File: config.mk
export PLATFORM = sky130hd
export DESIGN_NAME = coherence_bus_arbiter
export DESIGN_NICKNAME = d
export VERILOG_FILES = /design/src/rtl/coherence_bus_arbiter.sv
export SDC_FILE = /design/constraint.sdc
export NUM_CORES = 1
export LEC_CHECK = 0
export CORE_MARGIN = 10
export CORE_UTILIZATION = 30
export DETAILED_ROUTE_END_ITERATION = 10
export PLACE_DENSITY_LB_ADDON = 0.3
export SKIP_CTS_REPAIR_TIMING = 1
export SYNTH_ARGS = -nofsm -noshare
export SYNTH_HDL_FRONTEND = slang
export SYNTH_SLANG_ARGS = --single-unit
File: constraint.sdc
create_clock -name clk -period 1.79 [get_ports clk]
set_input_delay 0.2685 -clock clk [delete_from_list [all_inputs] [get_ports clk]]
set_output_delay 0.2685 -clock clk [all_outputs]
set_load 0.03 [all_outputs]
File: src/rtl/coherence_bus_arbiter.sv
// rtl/coherence_bus_arbiter.sv - two-cpu round-robin snooping coherence bus arbiter
module coherence_bus_arbiter #(
    parameter int SNOOP_LAT = 1
) (
    input  logic        clk,
    input  logic        rst_n,
    input  logic        read_miss0,
    input  logic        read_miss1,
    input  logic        write_miss0,
    input  logic        write_miss1,
    input  logic        invalidate0,
    input  logic        invalidate1,
    input  logic [10:0] BICO0,
    input  logic [10:0] BICO1,
    input  logic        cpu_search_found0,
    input  logic        cpu_search_found1,
    input  logic [15:0] send_other_proc_data0,
    input  logic [15:0] send_other_proc_data1,
    output logic        grant0,
    output logic        grant1,
    output logic        cpu_search0,
    output logic        cpu_search1,
    output logic [12:0] BOCI0,
    output logic [12:0] BOCI1,
    output logic [1:0]  cpu_datasel0,
    output logic [1:0]  cpu_datasel1,
    output logic        invalidate_from_other_cpu0,
    output logic        invalidate_from_other_cpu1,
    output logic [15:0] other_proc_data0,
    output logic [15:0] other_proc_data1
);
    typedef enum logic [2:0] {
        S_IDLE, S_SNOOP, S_RESOLVE, S_GRANT, S_RELEASE
    } state_t;

    state_t      r_state;
    state_t      w_next_state;
    logic [3:0]  r_cnt;
    logic        r_winner;
    logic        r_last_grant;
    logic [1:0]  r_op;
    logic [10:0] r_addr;

    logic [1:0]  r_grant;
    logic [1:0]  r_search;
    logic [1:0]  r_inv;
    logic [12:0] r_boci [2];
    logic [1:0]  r_dsel [2];
    logic [15:0] r_opd  [2];

    logic [1:0]  w_grant_d;
    logic [1:0]  w_search_d;
    logic [1:0]  w_inv_d;
    logic [12:0] w_boci_d [2];
    logic [1:0]  w_dsel_d [2];
    logic [15:0] w_opd_d  [2];

    logic [1:0]  w_req;
    logic [1:0]  w_op   [2];
    logic [10:0] w_bico [2];
    logic        w_found[2];
    logic [15:0] w_send [2];
    logic        w_win;
    logic        w_cur_w;
    logic        w_cur_o;
    logic        w_other;
    logic [1:0]  w_cur_op;
    logic [10:0] w_cur_addr;
    logic [1:0]  w_dsel_calc;

    function automatic logic [1:0] f_op(input logic rm, input logic wm, input logic inv);
        if (inv)     return 2'b11;
        else if (wm) return 2'b10;
        else if (rm) return 2'b01;
        else         return 2'b00;
    endfunction

    assign w_req[0]   = read_miss0 | write_miss0 | invalidate0;
    assign w_req[1]   = read_miss1 | write_miss1 | invalidate1;
    assign w_op[0]    = f_op(read_miss0, write_miss0, invalidate0);
    assign w_op[1]    = f_op(read_miss1, write_miss1, invalidate1);
    assign w_bico[0]  = BICO0;
    assign w_bico[1]  = BICO1;
    assign w_found[0] = cpu_search_found0;
    assign w_found[1] = cpu_search_found1;
    assign w_send[0]  = send_other_proc_data0;
    assign w_send[1]  = send_other_proc_data1;

    // On a tie the cpu that did not win last time goes first.
    assign w_win      = (w_req[0] & w_req[1]) ? ~r_last_grant : w_req[1];
    assign w_cur_w    = (r_state == S_IDLE) ? w_win : r_winner;
    assign w_cur_o    = ~w_cur_w;
    assign w_other    = ~r_winner;
    assign w_cur_op   = (r_state == S_IDLE) ? w_op[w_win] : r_op;
    assign w_cur_addr = (r_state == S_IDLE) ? w_bico[w_win] : r_addr;
    assign w_dsel_calc = (r_op == 2'b11) ? 2'b00 : (w_found[w_other] ? 2'b01 : 2'b10);

    always_ff @(posedge clk or negedge rst_n) begin
        if (!rst_n) begin
            r_state      <= S_IDLE;
            r_cnt        <= '0;
            r_winner     <= 1'b0;
            r_last_grant <= 1'b1;
            r_op         <= '0;
            r_addr       <= '0;
        end else begin
            r_state <= w_next_state;
            case (r_state)
                S_IDLE: begin
                    if (w_next_state == S_SNOOP) begin
                        r_winner <= w_win;
                        r_op     <= w_op[w_win];
                        r_addr   <= w_bico[w_win];
                        r_cnt    <= 4'(SNOOP_LAT);
                    end
                end
                S_SNOOP: r_cnt        <= r_cnt - 4'd1;
                S_GRANT: r_last_grant <= r_winner;
                default: ;
            endcase
        end
    end

    always_comb begin
        w_next_state = r_state;
        case (r_state)
            S_IDLE:    if (|w_req) w_next_state = S_SNOOP;
            S_SNOOP:   if (r_cnt <= 4'd1) w_next_state = S_RESOLVE;
            S_RESOLVE: w_next_state = S_GRANT;
            S_GRANT:   w_next_state = S_RELEASE;
            S_RELEASE: if (!w_req[r_winner]) w_next_state = S_IDLE;
            default:   w_next_state = S_IDLE;
        endcase
    end

    // Outputs are computed one state ahead so every port comes straight from a flop.
    always_comb begin
        w_grant_d  = '0;
        w_search_d = '0;
        w_inv_d    = '0;
        w_boci_d   = r_boci;
        w_dsel_d   = r_dsel;
        w_opd_d    = r_opd;
        if (w_next_state == S_IDLE) begin
            w_boci_d[0] = '0;
            w_boci_d[1] = '0;
        end else begin
            w_boci_d[0] = {w_cur_op, w_cur_addr};
            w_boci_d[1] = {w_cur_op, w_cur_addr};
        end
        if (w_next_state == S_SNOOP)
            w_search_d[w_cur_o] = 1'b1;
        if (w_next_state == S_GRANT) begin
            w_grant_d[w_cur_w] = 1'b1;
            w_inv_d[w_cur_o]   = r_op[1];
        end
        if (r_state == S_RESOLVE) begin
            w_dsel_d[r_winner] = w_dsel_calc;
            w_opd_d[r_winner]  = w_send[w_other];
        end
        if (r_state == S_RELEASE && w_next_state == S_IDLE)
            w_dsel_d[r_winner] = 2'b00;
    end

    always_ff @(posedge clk or negedge rst_n) begin
        if (!rst_n) begin
            r_grant   <= '0;
            r_search  <= '0;
            r_inv     <= '0;
            r_boci[0] <= '0;
            r_boci[1] <= '0;
            r_dsel[0] <= '0;
            r_dsel[1] <= '0;
            r_opd[0]  <= '0;
            r_opd[1]  <= '0;
        end else begin
            r_grant  <= w_grant_d;
            r_search <= w_search_d;
            r_inv    <= w_inv_d;
            r_boci   <= w_boci_d;
            r_dsel   <= w_dsel_d;
            r_opd    <= w_opd_d;
        end
    end

    assign grant0                     = r_grant[0];
    assign grant1                     = r_grant[1];
    assign cpu_search0                = r_search[0];
    assign cpu_search1                = r_search[1];
    assign invalidate_from_other_cpu0 = r_inv[0];
    assign invalidate_from_other_cpu1 = r_inv[1];
    assign BOCI0                      = r_boci[0];
    assign BOCI1                      = r_boci[1];
    assign cpu_datasel0               = r_dsel[0];
    assign cpu_datasel1               = r_dsel[1];
    assign other_proc_data0           = r_opd[0];
    assign other_proc_data1           = r_opd[1];
endmodule

# --- Yosys cells after proc, flatten, opt, wreduce, memory -nomap -nowiden ---
# Cells that the tools add are included.
totals:
  input_bits: 64
  reg_bits: 90
  output_inout_bits: 68
op_classes:
  eq_ne: 8
  magnitude_cmp: 10
  n_addsub: 1
  n_bitwise: 14
  n_reduce_logical: 10
  n_mux: 48
op_table:
  columns: ["cell", "count"]
  rows:
  - ["16-bit 2-to-1 mux", 4]
  - ["11-bit 2-to-1 mux", 4]
  - ["32-bit bitwise mux", 1]
  - ["2-bit 2-to-1 mux", 14]
  - ["26-bit 2-to-1 mux", 1]
  - ["16-bit demux with 1-bit select", 1]
  - ["3-bit case mux with 5 select lines", 1]
  - ["4-bit 2-to-1 mux", 3]
  - ["1-bit 2-to-1 mux", 11]
  - ["3-bit by 2-bit equality test with 1-bit output (second input constant)", 3]
  - ["3-bit 2-to-1 mux", 3]
  - ["4-bit case mux with 2 select lines", 1]
  - ["3-bit by 1-bit equality test with 1-bit output (second input constant)", 2]
  - ["2-bit greater-or-equal comparator (second input constant)", 3]
  - ["3-bit zero test", 2]
  - ["1-bit by 2-bit less-than comparator with 1-bit output (second input constant)", 3]
  - ["1-bit inverter with 2-bit output", 3]
  - ["4-bit AND", 1]
  - ["4-bit bitwise mux", 1]
  - ["4-bit by 1-bit less-or-equal comparator with 1-bit output (second input constant)", 1]
  - ["1-bit logical AND", 4]
  - ["4-bit inverter", 1]
  - ["1-bit bitwise OR", 4]
  - ["2-bit AND reduction", 2]
  - ["other kinds (13)", 17]

# --- Logic depth before layout (Yosys ltp) ---
# Gate-level depths: netlist (run 1).
logic_depth:
  ltp_word: 12
  ltp_mapped: 6

# --- Least setup slack after synthesis (run 1) ---
# Ideal clock, no wire load.
synth_timing:
  kind: "register to register"
  start: "register r_state[0]"
  end: "register r_opd (netlist bit other_proc_data0[10])"
  stages_incl_launch_ff: 5
  arrival_ns: 1.454
  setup_slack_ns: 0.212
  required_ns: 1.665
  period_less_slack_ns: 1.578
  cell_sequence: "dfrtp_1 > nand2b_1 > nor3_4 > buf_2 > mux2_2"
synth_between:
  elab_chain_len: 1
synth_rtl:
  columns: ["item", "line_no", "source"]
  rows:
  - ["start, declared", "36", "state_t r_state;"]
  - ["start signal, assigned", "107", "r_state <= w_next_state;"]
  - ["3-bit by 2-bit equality test with 1-bit output", "157", "if (r_state == S_RESOLVE) begin"]
  - ["end signal, assigned", "182", "r_opd <= w_opd_d;"]
  - ["end, declared", "49", "logic [15:0] r_opd [2];"]
# No other way between the ends.
# A chain may end at the register's enable or synchronous reset.

# --- Final worst setup path (run 1) ---
layout_timing:
  start: "register r_boci (netlist bit BOCI0[11])"
  end: "output port BOCI0[11]"
layout_rtl:
  columns: ["item", "line_no", "source"]
  rows:
  - ["start, declared", "47", "logic [12:0] r_boci [2];"]
  - ["start signal, assigned", "180", "r_boci <= w_boci_d;"]
  - ["end, declared", "23", "output logic [12:0] BOCI0,"]
# No word-level cell between the ends.

==> insert_results.sql, run 1 <==
INSERT INTO impl_metrics (metric_group, metric, value, unit) VALUES
('status', 'run_status', 'completed', ''),
('cells_and_area', 'finish.net_count', '493', ''),
('cells_and_area', 'utilization', '47.1', '%'),
('global_routing', 'globalRouteTotalUtil', '10.9', '%'),
('routing', 'dr.first_iter.drc_count', '161', ''),
('cells_and_area', 'fraction_of_layout_instances_using_a_drive_strength_above_1', '22.9', '%'),
('synth', 'synth_async_sr_flop_share', '100', '%'),
('synth', 'postSynthCellCount', '285', ''),
('run', 'number_of_max_capacitance_violations_reported', '0', ''),
('cells_and_area', 'synthToLayoutAreaGrowth', '54.4', '%'),
('setup_path', 'crit_path_start_kind', 'flip-flop', ''),
('timing', 'setup_violations', '0', ''),
('setup_path', 'crit_family', 'buffers and inverters', ''),
('timing', 'rsz0062_at_grt', 'false', ''),
('clock_network', 'max-clock-path-buffers', '2', ''),
('global_routing', 'gr-total-overflow', '0', ''),
('routing', 'routed_wl', '9.02', 'mm'),
('clock_network', 'tritoncts_clock_tree', 'yes', ''),
('synth', 'synth.distinct_cells', '47', ''),
('clock_network', 'h-tree-depth', '3', ''),
('floorplan', 'fp.dieH', '128', 'um'),
('global_routing', 'grt_pass1_wl', '14.6', 'mm'),
('setup_path', 'critical_path_peak_fanout', '2', ''),
('setup_path', 'arrival_time_reported_for_the_critical_path_endpoint', '1.42', 'ns'),
('setup_path', 'path_class', 'flip-flop to output pin', ''),
('global_routing', 'first_global_vias', '2837', ''),
('placed_design', 'io_buffer_count', '131', ''),
('floorplan', 'chipWidth', '128', 'um'),
('timing', 'clock-skew-final', '0.00452', 'ns'),
('setup_path', 'critical_path.max_stage_delay', '0.69', 'ns'),
('placed_design', 'detailedPlacementHpwl', '6.94', 'mm'),
('cells_and_area', 'n_antenna_cell', '0', ''),
('synth', 'ys_seq_area_share', '55.3', '%'),
('power', 'pwr_density_cell', '2010', 'mW/mm2'),
('timing', 'worst_hold_slack', '0.423', 'ns'),
('routing', 'vias_per_cell', '4.59', ''),
('global_routing', 'initial_antenna_violation_count', '0', ''),
('cells_and_area', 'register_area', '0.00193', 'mm2'),
('clock_network', 'clock_sinks', '77', ''),
('setup_path', 'critPathSlowestCell', 'clkdlybuf4s50_1', ''),
('clock_network', 'cts_root_buf', 'clkbuf_16', ''),
('timing', 'hold_viol', '0', ''),
('cells_and_area', 'final_common_cell', 'clkdlybuf4s50_1', ''),
('hold_path', 'hold_path_class', 'input pin to asynchronous set/reset pin', ''),
('routing', 'detail_route.wl_per_cell', '15.7', 'um'),
('timing', 'maxClockFrequency', '593', 'MHz'),
('clock_network', 'clkTransAtPathRegs', '0.06', 'ns'),
('floorplan', 'fp.dieArea', '0.0163', 'mm2'),
('floorplan', 'io_pins', '132', ''),
('cells_and_area', 'multi_input_logic_area', '0.00133', 'mm2'),
('floorplan', 'core-area', '0.0114', 'mm2'),
('cells_and_area', 'top_library_cells_by_usage_in_the_layout_fill_and_taps_aside', 'clkdlybuf4s50_1 (130), dfrtp_1 (76), mux2_2 (33), buf_4 (27), nand2_1 (24)', ''),
('setup_path', 'critical_path.endpoint_type', 'output pin', ''),
('synth', 'synth-main-ff-cell', 'dfrtp_1', ''),
('floorplan', 'std_cell_rows', '39', ''),
('timing', 'timing.final.crit_period', '1.69', 'ns'),
('setup_path', 'crit_path_cell_trace', 'clkdlybuf4s50_1', ''),
('cells_and_area', 'layout.filler_cells', '1095', ''),
('timing', 'post-route-period-util', '94.3', '%'),
('synth', 'syn_area', '0.00348', 'mm2'),
('power', 'p_leak', '2.27', 'nW'),
('routing', 'postRouteAntennaNets', '0', ''),
('routing', 'vias', '2637', ''),
('synth', 'synth_enable_flop_cells', '0', ''),
('floorplan', 'floorplan.initialDensity', '30.5', '%'),
('global_routing', 'largest_net_degree_at_the_start_of_global_routing', '46', ''),
('timing', 'maxSlewHeadroom', '71.1', '%'),
('clock_network', 'cts_buffers', '9', ''),
('setup_path', 'path_buf_inv', '1', ''),
('clock_network', 'insertion_delay', '0.33', 'ns'),
('timing', 'max_slew.worst_pin.slew', '0.428', 'ns'),
('timing', 'timing_max_transition_violations_final', '0', ''),
('routing', 'remaining_drc_errors', '0', ''),
('power', 'vdd_drop_max', '0.00103', 'V'),
('synth', 'synthesis.yosys.warnings', '0', ''),
('routing', 'drt_first_pass_iters', '4', ''),
('placed_design', 'routabilityCongestion', '0.758', ''),
('synth', 'mappedNetlistNets', '351', ''),
('setup_path', 'required_time_at_the_worst_slack_endpoint', '1.52', 'ns'),
('timing', 'setup_total_negative_slack', '0', 'ns'),
('synth', 'yosys_register_bits', '77', ''),
('synth', 'synthesis.area_per_instance', '12.2', 'um2');
[Yosys cell counts, types with 2 or more instances]
master,n,area (um2)
inv_1,4,15.0
clkbuf_1,3,11.3
a211oi_1,3,22.5
nor3b_1,2,15.0
a21oi_1,7,35.0
nand3b_1,3,22.5
buf_2,8,40.0
buf_6,2,22.5
nor2_1,18,67.6
ha_1,2,25.0
o21ai_1,4,20.0
nand2_1,24,90.1
dfrtp_1,76,1900
or3_1,3,18.8
nor3_1,5,25.0
a211oi_2,8,100
o21a_1,2,15.0
mux2_2,33,372
nand3_1,3,15.0
mux2i_1,17,170
nor2b_1,2,12.5
o22ai_1,4,25.0
o21ai_0,11,55.1
and2_1,2,12.5
buf_4,17,128
[metrics by stage]
| stage | worst slack, ns | instances | area, um2 | total power, mW |
|---|---|---|---|---|
| after global routing | 0.0291 | 575 | 5380 | 11.5 |
| after floorplan | 0.212 | 285 | 3480 | 6.75 |
| after CTS | 0.0814 | 574 | 5370 | 11.0 |
| final | 0.103 | 575 | 5380 | 10.8 |
| after detailed placement | -0.197 | 558 | 5040 | 8.96 |
| after global placement | -0.162 | 558 | 5040 | 8.84 |
[per-layer routing]
layer  up-vias  track usage (%)  part of all wire (%)
met5         -                0                     0
met3        10             3.56                   7.1
met1      1264             13.9                    47
met4         0             3.97                  0.94
met2        82             16.8                    45
li1       1281                -                     -
[worst paths after layout]
check | startpoint | end | slack (ns) | cells past startpoint
worst min register to register | r_addr[0] | r_addr[0] | 0.49 | 2
max in group asynchronous | rst_n | r_last_grant | 0.75 | 3
worst min-delay path | rst_n | other_proc_data0[0] | 0.42 | 2
worst max-delay path | BOCI0[11] | BOCI0[11] | 0.10 | 1
min in group clk | r_addr[0] | r_addr[0] | 0.49 | 2
worst max register to register | r_state[1] | other_proc_data1[3] | 0.11 | 4
[where the power goes]
group | internal (mW) | total (mW) | switching, mW | leakage, nW
Clock | 1.27 | 2.01 | 0.737 | 0.159
Combinational | 2.62 | 5.71 | 3.09 | 1.17
Sequential | 2.59 | 3.12 | 0.527 | 0.942
Total | 6.48 | 10.8 | 4.36 | 2.27
[cells by family after synthesis]
| kind of cell | synth area share (%) |
|---|---|
| simple gates | 10.1 |
| buf+inv | 6.79 |
| xor+xnor | 0.251 |
| flops | 55.3 |
| fa+ha+maj | 0.718 |
| mux | 15.5 |
| compound gates | 11.3 |
[cell type report]
cell class | count | share of cell area [%]
timing repair buffer | 162 | 29.6
tap | 143 | 3.33
inverter | 4 | 0.279
sequential | 77 | 35.8
clock buffer | 10 | 4.44
clock inverter | 6 | 1.74
multi-input combinational | 173 | 24.7
[sequential cells by signal (all words and copies together), names as in the netlist, named ones only]
signal and count:
r_addr 11, other_proc_data0 16, r_grant 2, r_last_grant 1
r_search 2, r_inv 2, r_op 2, r_winner 1
r_state 3, BOCI0 13, r_cnt 4, other_proc_data1 16
Note: power is estimated with default switching activity, not from simulation.
==> inputs of run 2 (changes only) <==
--- a/config.mk
+++ b/config.mk
@@ -6,7 +6,7 @@
 export NUM_CORES = 1
 export LEC_CHECK = 0
 export CORE_MARGIN = 10
-export CORE_UTILIZATION = 30
+export CORE_UTILIZATION = 44
 export DETAILED_ROUTE_END_ITERATION = 10
 export PLACE_DENSITY_LB_ADDON = 0.3
 export SKIP_CTS_REPAIR_TIMING = 1
==> run 2 against run 1 <==
Register-to-register slack improved by 0.04 ns. Sequential power about the same. Cell area decreased by 3.5%. Global-route usage increased by 3.7 points. Die area decreased by 27%. Clock skew increased by 0.0054 ns. Worst setup slack got worse by 0.036 ns. Critical path depth unchanged. Fmax decreased by 2.1%. Wire length decreased by 3.7%. Clock-buffer cell count unchanged. Via count increased by 0.19%. Largest cell class unchanged. Largest power group unchanged. Highest routed layer unchanged.
==> insert_results.sql, run 2 (synthesis gave the netlist of run 1 again) <==
INSERT INTO impl_metrics (metric_group, metric, value, unit) VALUES
('placed_design', 'placed_cell_area', '0.00497', 'mm2'),
('cells_and_area', 'layout.filler_cells', '598', ''),
('floorplan', 'chipWidth', '109', 'um'),
('cells_and_area', 'n_antenna_cell', '0', ''),
('timing', 'hold_viol', '0', ''),
('cells_and_area', 'fraction_of_layout_instances_using_a_drive_strength_above_1', '22.0', '%'),
('floorplan', 'core-area', '0.00773', 'mm2'),
('timing', 'clock-skew-final', '0.00988', 'ns'),
('setup_path', 'required_time_at_the_worst_slack_endpoint', '1.52', 'ns'),
('cells_and_area', 'final_common_cell', 'clkdlybuf4s50_1', ''),
('run', 'number_of_max_capacitance_violations_reported', '0', ''),
('setup_path', 'critical_path.max_stage_delay', '0.70', 'ns'),
('status', 'run_status', 'completed', ''),
('setup_path', 'ff2ff_setup_slack', '0.15', 'ns'),
('timing', 'maxClockFrequency', '580', 'MHz'),
('routing', 'drt_first_pass_iters', '4', ''),
('global_routing', 'globalRouteTotalUtil', '14.6', '%'),
('global_routing', 'first_global_vias', '2779', ''),
('setup_path', 'arrival_time_reported_for_the_critical_path_endpoint', '1.45', 'ns'),
('timing', 'timing.final.crit_period', '1.72', 'ns'),
('global_routing', 'gr-total-overflow', '0', ''),
('clock_network', 'cts_root_buf', 'clkbuf_8', ''),
('clock_network', 'clock_sinks', '77', ''),
('clock_network', 'h-tree-depth', '3', ''),
('routing', 'vias_per_cell', '4.98', ''),
('setup_path', 'path_buf_inv', '1', ''),
('global_routing', 'grt_pass1_wl', '13.7', 'mm'),
('timing', 'timing_max_transition_violations_final', '0', ''),
('placed_design', 'routabilityCongestion', '0.784', ''),
('setup_path', 'rr_startpoint', 'r_state[0]', ''),
('timing', 'rsz0062_at_grt', 'false', ''),
('placed_design', 'detailedPlacementHpwl', '6.80', 'mm'),
('timing', 'post-route-period-util', '96.3', '%'),
('routing', 'remaining_drc_errors', '0', ''),
('global_routing', 'initial_antenna_violation_count', '0', ''),
('setup_path', 'worstReg2RegEnd', 'other_proc_data1[14]', ''),
('setup_path', 'crit_family', 'buffers and inverters', ''),
('power', 'pwr_density_cell', '1970', 'mW/mm2'),
('cells_and_area', 'finish.net_count', '489', ''),
('power', 'p_leak', '2.20', 'nW'),
('floorplan', 'fp.dieH', '109', 'um'),
('floorplan', 'std_cell_rows', '32', ''),
('global_routing', 'largest_net_degree_at_the_start_of_global_routing', '58', ''),
('clock_network', 'insertion_delay', '0.34', 'ns'),
('setup_path', 'critical_path.endpoint_type', 'output pin', ''),
('setup_path', 'critPathSlowestCell', 'clkdlybuf4s50_1', ''),
('floorplan', 'fp.dieArea', '0.0119', 'mm2'),
('power', 'vdd_drop_max', '0.000873', 'V'),
('setup_path', 'worstRegToRegCells', '4', ''),
('setup_path', 'path_class', 'flip-flop to output pin', ''),
('placed_design', 'io_buffer_count', '131', ''),
('setup_path', 'critical_path_peak_fanout', '2', ''),
('clock_network', 'tritoncts_clock_tree', 'yes', ''),
('floorplan', 'floorplan.initialDensity', '45.1', '%'),
('placed_design', 'place.detailed.instances', '513', ''),
('timing', 'setup_violations', '0', ''),
('floorplan', 'io_pins', '132', ''),
('cells_and_area', 'fin_cells', '530', ''),
('clock_network', 'cts_buffers', '9', ''),
('setup_path', 'crit_path_start_kind', 'flip-flop', ''),
('cells_and_area', 'top_library_cells_by_usage_in_the_layout_fill_and_taps_aside', 'clkdlybuf4s50_1 (130), dfrtp_1 (76), mux2_2 (33), nand2_1 (24), buf_4 (22)', ''),
('routing', 'postRouteAntennaNets', '0', ''),
('cells_and_area', 'finish.instance_area', '0.00519', 'mm2'),
('routing', 'detail_route.wl_per_cell', '16.4', 'um'),
('cells_and_area', 'synthToLayoutAreaGrowth', '49.0', '%'),
('setup_path', 'worst-path-stages', '1', ''),
('timing', 'maxSlewHeadroom', '69.7', '%'),
('hold_path', 'hold_path_class', 'input pin to asynchronous set/reset pin', ''),
('power', 'design_power_total', '10.2', 'mW'),
('timing', 'max_slew.worst_pin.slew', '0.451', 'ns'),
('setup_path', 'crit_path_cell_trace', 'clkdlybuf4s50_1', ''),
('routing', 'vias', '2642', ''),
('clock_network', 'clkTransAtPathRegs', '0.08', 'ns'),
('routing', 'dr.first_iter.drc_count', '97', ''),
('clock_network', 'max-clock-path-buffers', '2', ''),
('routing', 'routed_wl', '8.68', 'mm');
-- run 2: power breakdown --
| group | total [mW] | leakage [nW] | internal, mW | switching [mW] |
|---|---|---|---|---|
| combinational | 5.69 | 1.15 | 2.58 | 3.10 |
| sequential | 3.11 | 0.942 | 2.59 | 0.523 |
| clock | 1.42 | 0.107 | 0.786 | 0.633 |
| total | 10.2 | 2.20 | 5.96 | 4.26 |
-- run 2: how the worst max path moves through the flow --
stage	start	to	slack (ns)
final	BOCI0[11]	BOCI0[11]	0.07
after global routing	BOCI0[11]	BOCI0[11]	0.02
after CTS	BOCI0[11]	BOCI1[11]	0.04
after detailed placement	write_miss1	r_addr[3]	-0.17
after global placement	write_miss1	r_addr[1]	-0.12
after floorplan	r_state[0]	other_proc_data0[10]	0.21
-- run 2: layout make-up --
cell class / instances / area, um2 / share of cell area (%)
Multi-Input combinational cell: 173 / 1330 / 25.6
Timing Repair Buffer: 158 / 1580 / 30.4
Sequential cell: 77 / 1930 / 37.1
Clock buffer: 10 / 128 / 2.46
Inverter: 4 / 15.0 / 0.289
Tap cell: 102 / 128 / 2.46
Clock inverter: 6 / 86.3 / 1.66
-- run 2: metal layers --
| layer | GRT usage (%) | up-vias | routed length (um) |
|---|---|---|---|
| met3 | 4.31 | 12 | 593 |
| met1 | 17.0 | 1274 | 3580 |
| met2 | 25.1 | 86 | 4400 |
| met4 | 4.90 | 0 | 108 |
| li1 | - | 1270 | - |
| met5 | 0 | - | 0 |
-- run 2: worst reg2reg max path, delay by kind of cell (launching register included) --
| kind | cells | cell delay (ns) |
|---|---|---|
| buffers and inverters | 1 | 0.19 |
| flip-flops | 1 | 0.45 |
| multiplexers | 1 | 0.35 |
| AND/OR/NAND/NOR | 2 | 0.53 |
-- run 2: per-stage QoR --
stage                     setup TNS (ns)  hold WS (ns)  setup WS (ns)  utilization (%)
after floorplan                        0       -0.0271          0.212                -
after global placement             -2.67         0.174         -0.124             64.3
after detailed placement           -3.87         0.180         -0.170             64.3
after CTS                              0        -0.198         0.0447             67.1
after global routing                   0         0.353         0.0177             67.2
final                                  0         0.355         0.0669             67.2
==> inputs of run 3 (changes only) <==
--- a/config.mk
+++ b/config.mk
@@ -5,10 +5,12 @@
 export SDC_FILE = /design/constraint.sdc
 export NUM_CORES = 1
 export LEC_CHECK = 0
+export ABC_CLOCK_PERIOD_IN_PS = 1790
 export CORE_MARGIN = 10
 export CORE_UTILIZATION = 44
 export DETAILED_ROUTE_END_ITERATION = 10
 export PLACE_DENSITY_LB_ADDON = 0.3
+export REMOVE_ABC_BUFFERS = 1
 export SKIP_CTS_REPAIR_TIMING = 1
 export SYNTH_ARGS = -nofsm -noshare
 export SYNTH_HDL_FRONTEND = slang
==> run 3 against run 2 <==
Clock skew shrank 0.00065 ns. Sequential share of layout area decreased by 0.60 points. Wire length about the same. Global-route usage fell by 0.12 points. Largest cell class unchanged. Highest routed layer unchanged.
==> insert_results.sql, run 3 (synthesis gave the netlist of run 1 again) <==
INSERT INTO impl_metrics (metric_group, metric, value, unit) VALUES
('power', 'vdd_drop_max', '0.000851', 'V'),
('power', 'p_int', '6.25', 'mW'),
('setup_path', 'crit_path_cell_trace', 'clkdlybuf4s50_1', ''),
('setup_path', 'required_time_at_the_worst_slack_endpoint', '1.52', 'ns'),
('global_routing', 'initial_antenna_violation_count', '0', ''),
('setup_path', 'crit_path_start_kind', 'flip-flop', ''),
('cells_and_area', 'fraction_of_layout_instances_using_a_drive_strength_above_1', '22.9', '%'),
('floorplan', 'fp.dieArea', '0.0119', 'mm2'),
('power', 'netSwitchingFraction', '40.8', '%'),
('timing', 'maxClockFrequency', '583', 'MHz'),
('power', 'p_leak', '2.25', 'nW'),
('timing', 'clock-skew-final', '0.00922', 'ns'),
('placed_design', 'placed_cell_area', '0.00501', 'mm2'),
('setup_path', 'critPathSlowestCell', 'clkdlybuf4s50_1', ''),
('routing', 'dr.first_iter.drc_count', '179', ''),
('routing', 'routed_wl', '8.68', 'mm'),
('floorplan', 'io_pins', '132', ''),
('setup_path', 'worstReg2RegEnd', 'other_proc_data1[9]', ''),
('global_routing', 'grt_pass1_wl', '13.8', 'mm'),
('clock_network', 'max-clock-path-buffers', '2', ''),
('floorplan', 'chipWidth', '109', 'um'),
('cells_and_area', 'final_common_cell', 'clkdlybuf4s50_1', ''),
('power', 'sw_pwr', '4.31', 'mW'),
('timing', 'timing.final.crit_period', '1.71', 'ns'),
('power', 'comb_pwr_share', '55.2', '%'),
('power', 'sequentialPowerShare', '29.3', '%'),
('timing', 'rsz0062_at_grt', 'false', ''),
('clock_network', 'h-tree-depth', '3', ''),
('setup_path', 'path_buf_inv', '1', ''),
('clock_network', 'insertion_delay', '0.35', 'ns'),
('cells_and_area', 'synthToLayoutAreaGrowth', '51.5', '%'),
('floorplan', 'floorplan.initialDensity', '45.1', '%'),
('placed_design', 'routabilityCongestion', '0.831', ''),
('global_routing', 'gr-total-overflow', '0', ''),
('placed_design', 'detailedPlacementHpwl', '6.76', 'mm'),
('clock_network', 'cts_buffers', '9', ''),
('timing', 'max_slew.worst_pin.slew', '0.398', 'ns'),
('routing', 'detail_route.wl_per_cell', '16.3', 'um'),
('clock_network', 'cts_root_buf', 'clkbuf_8', ''),
('floorplan', 'fp.dieH', '109', 'um'),
('hold_path', 'hold_path_class', 'input pin to asynchronous set/reset pin', ''),
('cells_and_area', 'n_antenna_cell', '0', ''),
('timing', 'maxSlewHeadroom', '73.5', '%'),
('floorplan', 'std_cell_rows', '32', ''),
('routing', 'postRouteAntennaNets', '0', ''),
('floorplan', 'core-area', '0.00773', 'mm2'),
('routing', 'vias', '2685', ''),
('setup_path', 'critical_path.max_stage_delay', '0.72', 'ns'),
('clock_network', 'clkTransAtPathRegs', '0.08', 'ns'),
('placed_design', 'io_buffer_count', '131', ''),
('setup_path', 'crit_family', 'buffers and inverters', ''),
('setup_path', 'ff2ff_setup_slack', '0.10', 'ns'),
('setup_path', 'rr_startpoint', 'r_state[1]', ''),
('run', 'number_of_max_capacitance_violations_reported', '0', ''),
('cells_and_area', 'finish.net_count', '493', ''),
('timing', 'setup_violations', '0', ''),
('setup_path', 'critical_path_peak_fanout', '3', ''),
('global_routing', 'largest_net_degree_at_the_start_of_global_routing', '49', ''),
('routing', 'remaining_drc_errors', '0', ''),
('routing', 'drt_first_pass_iters', '4', ''),
('cells_and_area', 'finish.instance_area', '0.00528', 'mm2'),
('cells_and_area', 'utilization', '68.3', '%'),
('setup_path', 'arrival_time_reported_for_the_critical_path_endpoint', '1.45', 'ns'),
('global_routing', 'first_global_vias', '2775', ''),
('routing', 'vias_per_cell', '5.03', ''),
('clock_network', 'clock_sinks', '77', ''),
('cells_and_area', 'top_library_cells_by_usage_in_the_layout_fill_and_taps_aside', 'clkdlybuf4s50_1 (130), dfrtp_1 (76), mux2_2 (33), buf_4 (25), nand2_1 (24)', ''),
('timing', 'timing_max_transition_violations_final', '0', ''),
('timing', 'post-route-period-util', '95.8', '%'),
('clock_network', 'tritoncts_clock_tree', 'yes', ''),
('global_routing', 'globalRouteTotalUtil', '14.5', '%'),
('setup_path', 'worstRegToRegCells', '4', ''),
('timing', 'hold_viol', '0', ''),
('status', 'run_status', 'completed', ''),
('power', 'pwr_density_cell', '2000', 'mW/mm2'),
('setup_path', 'critical_path.endpoint_type', 'output pin', ''),
('power', 'share_clk_of_total_power', '15.5', '%'),
('setup_path', 'path_class', 'flip-flop to output pin', '');
-- run 3: how the worst max path moves through the flow --
stage / endpoint / depth (start not counted)
floorplan: other_proc_data1[0] / 3
global placement: flip-flop / 6
detailed placement: r_addr[9] / 5
CTS: cpu_datasel0[0] / 1
global route: other_proc_data1[9] / 4
finish: cpu_datasel0[0] / 1
-- run 3: final cells by class --
cell class | instances | area (um2)
clock inverters | 6 | 119
well taps | 102 | 128
repair buffers | 162 | 1620
inverters | 4 | 15.0
clock buffers | 10 | 138
multi-input cells | 173 | 1330
fillers | 568 | 2450
flip-flops and latches | 77 | 1930
-- run 3: routing by layer --
| layer | up-vias | track usage, % | part of all wire [%] |
|---|---|---|---|
| met3 | 10 | 5.96 | 9.9 |
| met2 | 116 | 22.1 | 44 |
| li1 | 1281 | - | - |
| met4 | 0 | 4.99 | 1.3 |
| met5 | - | 0 | 0 |
| met1 | 1278 | 18.2 | 45 |
-- run 3: metrics by stage --
stage	setup TNS [ns]	instances	hold slack (ns)	power, mW	setup WS, ns
2_1_floorplan	-25.14	254	-0.0271	6.36	-0.803
3_3_place_gp	-3.64	517	0.224	8.87	-0.182
3_5_place_dp	-4.68	517	0.224	9.02	-0.216
4_1_cts	0	533	-0.161	10.7	0.0600
5_1_grt	0	534	0.417	11.2	0.00831
6_report	0	534	0.383	10.6	0.0759
-- run 3: power by group through the flow --
stage	Sequential, mW	Combinational [mW]	Clock, mW
after detailed placement	3.12	5.89	0
after CTS	3.10	5.91	1.68
final	3.09	5.83	1.64
after global routing	3.20	6.22	1.77
after global placement	3.09	5.79	0
after floorplan	4.59	1.77	0
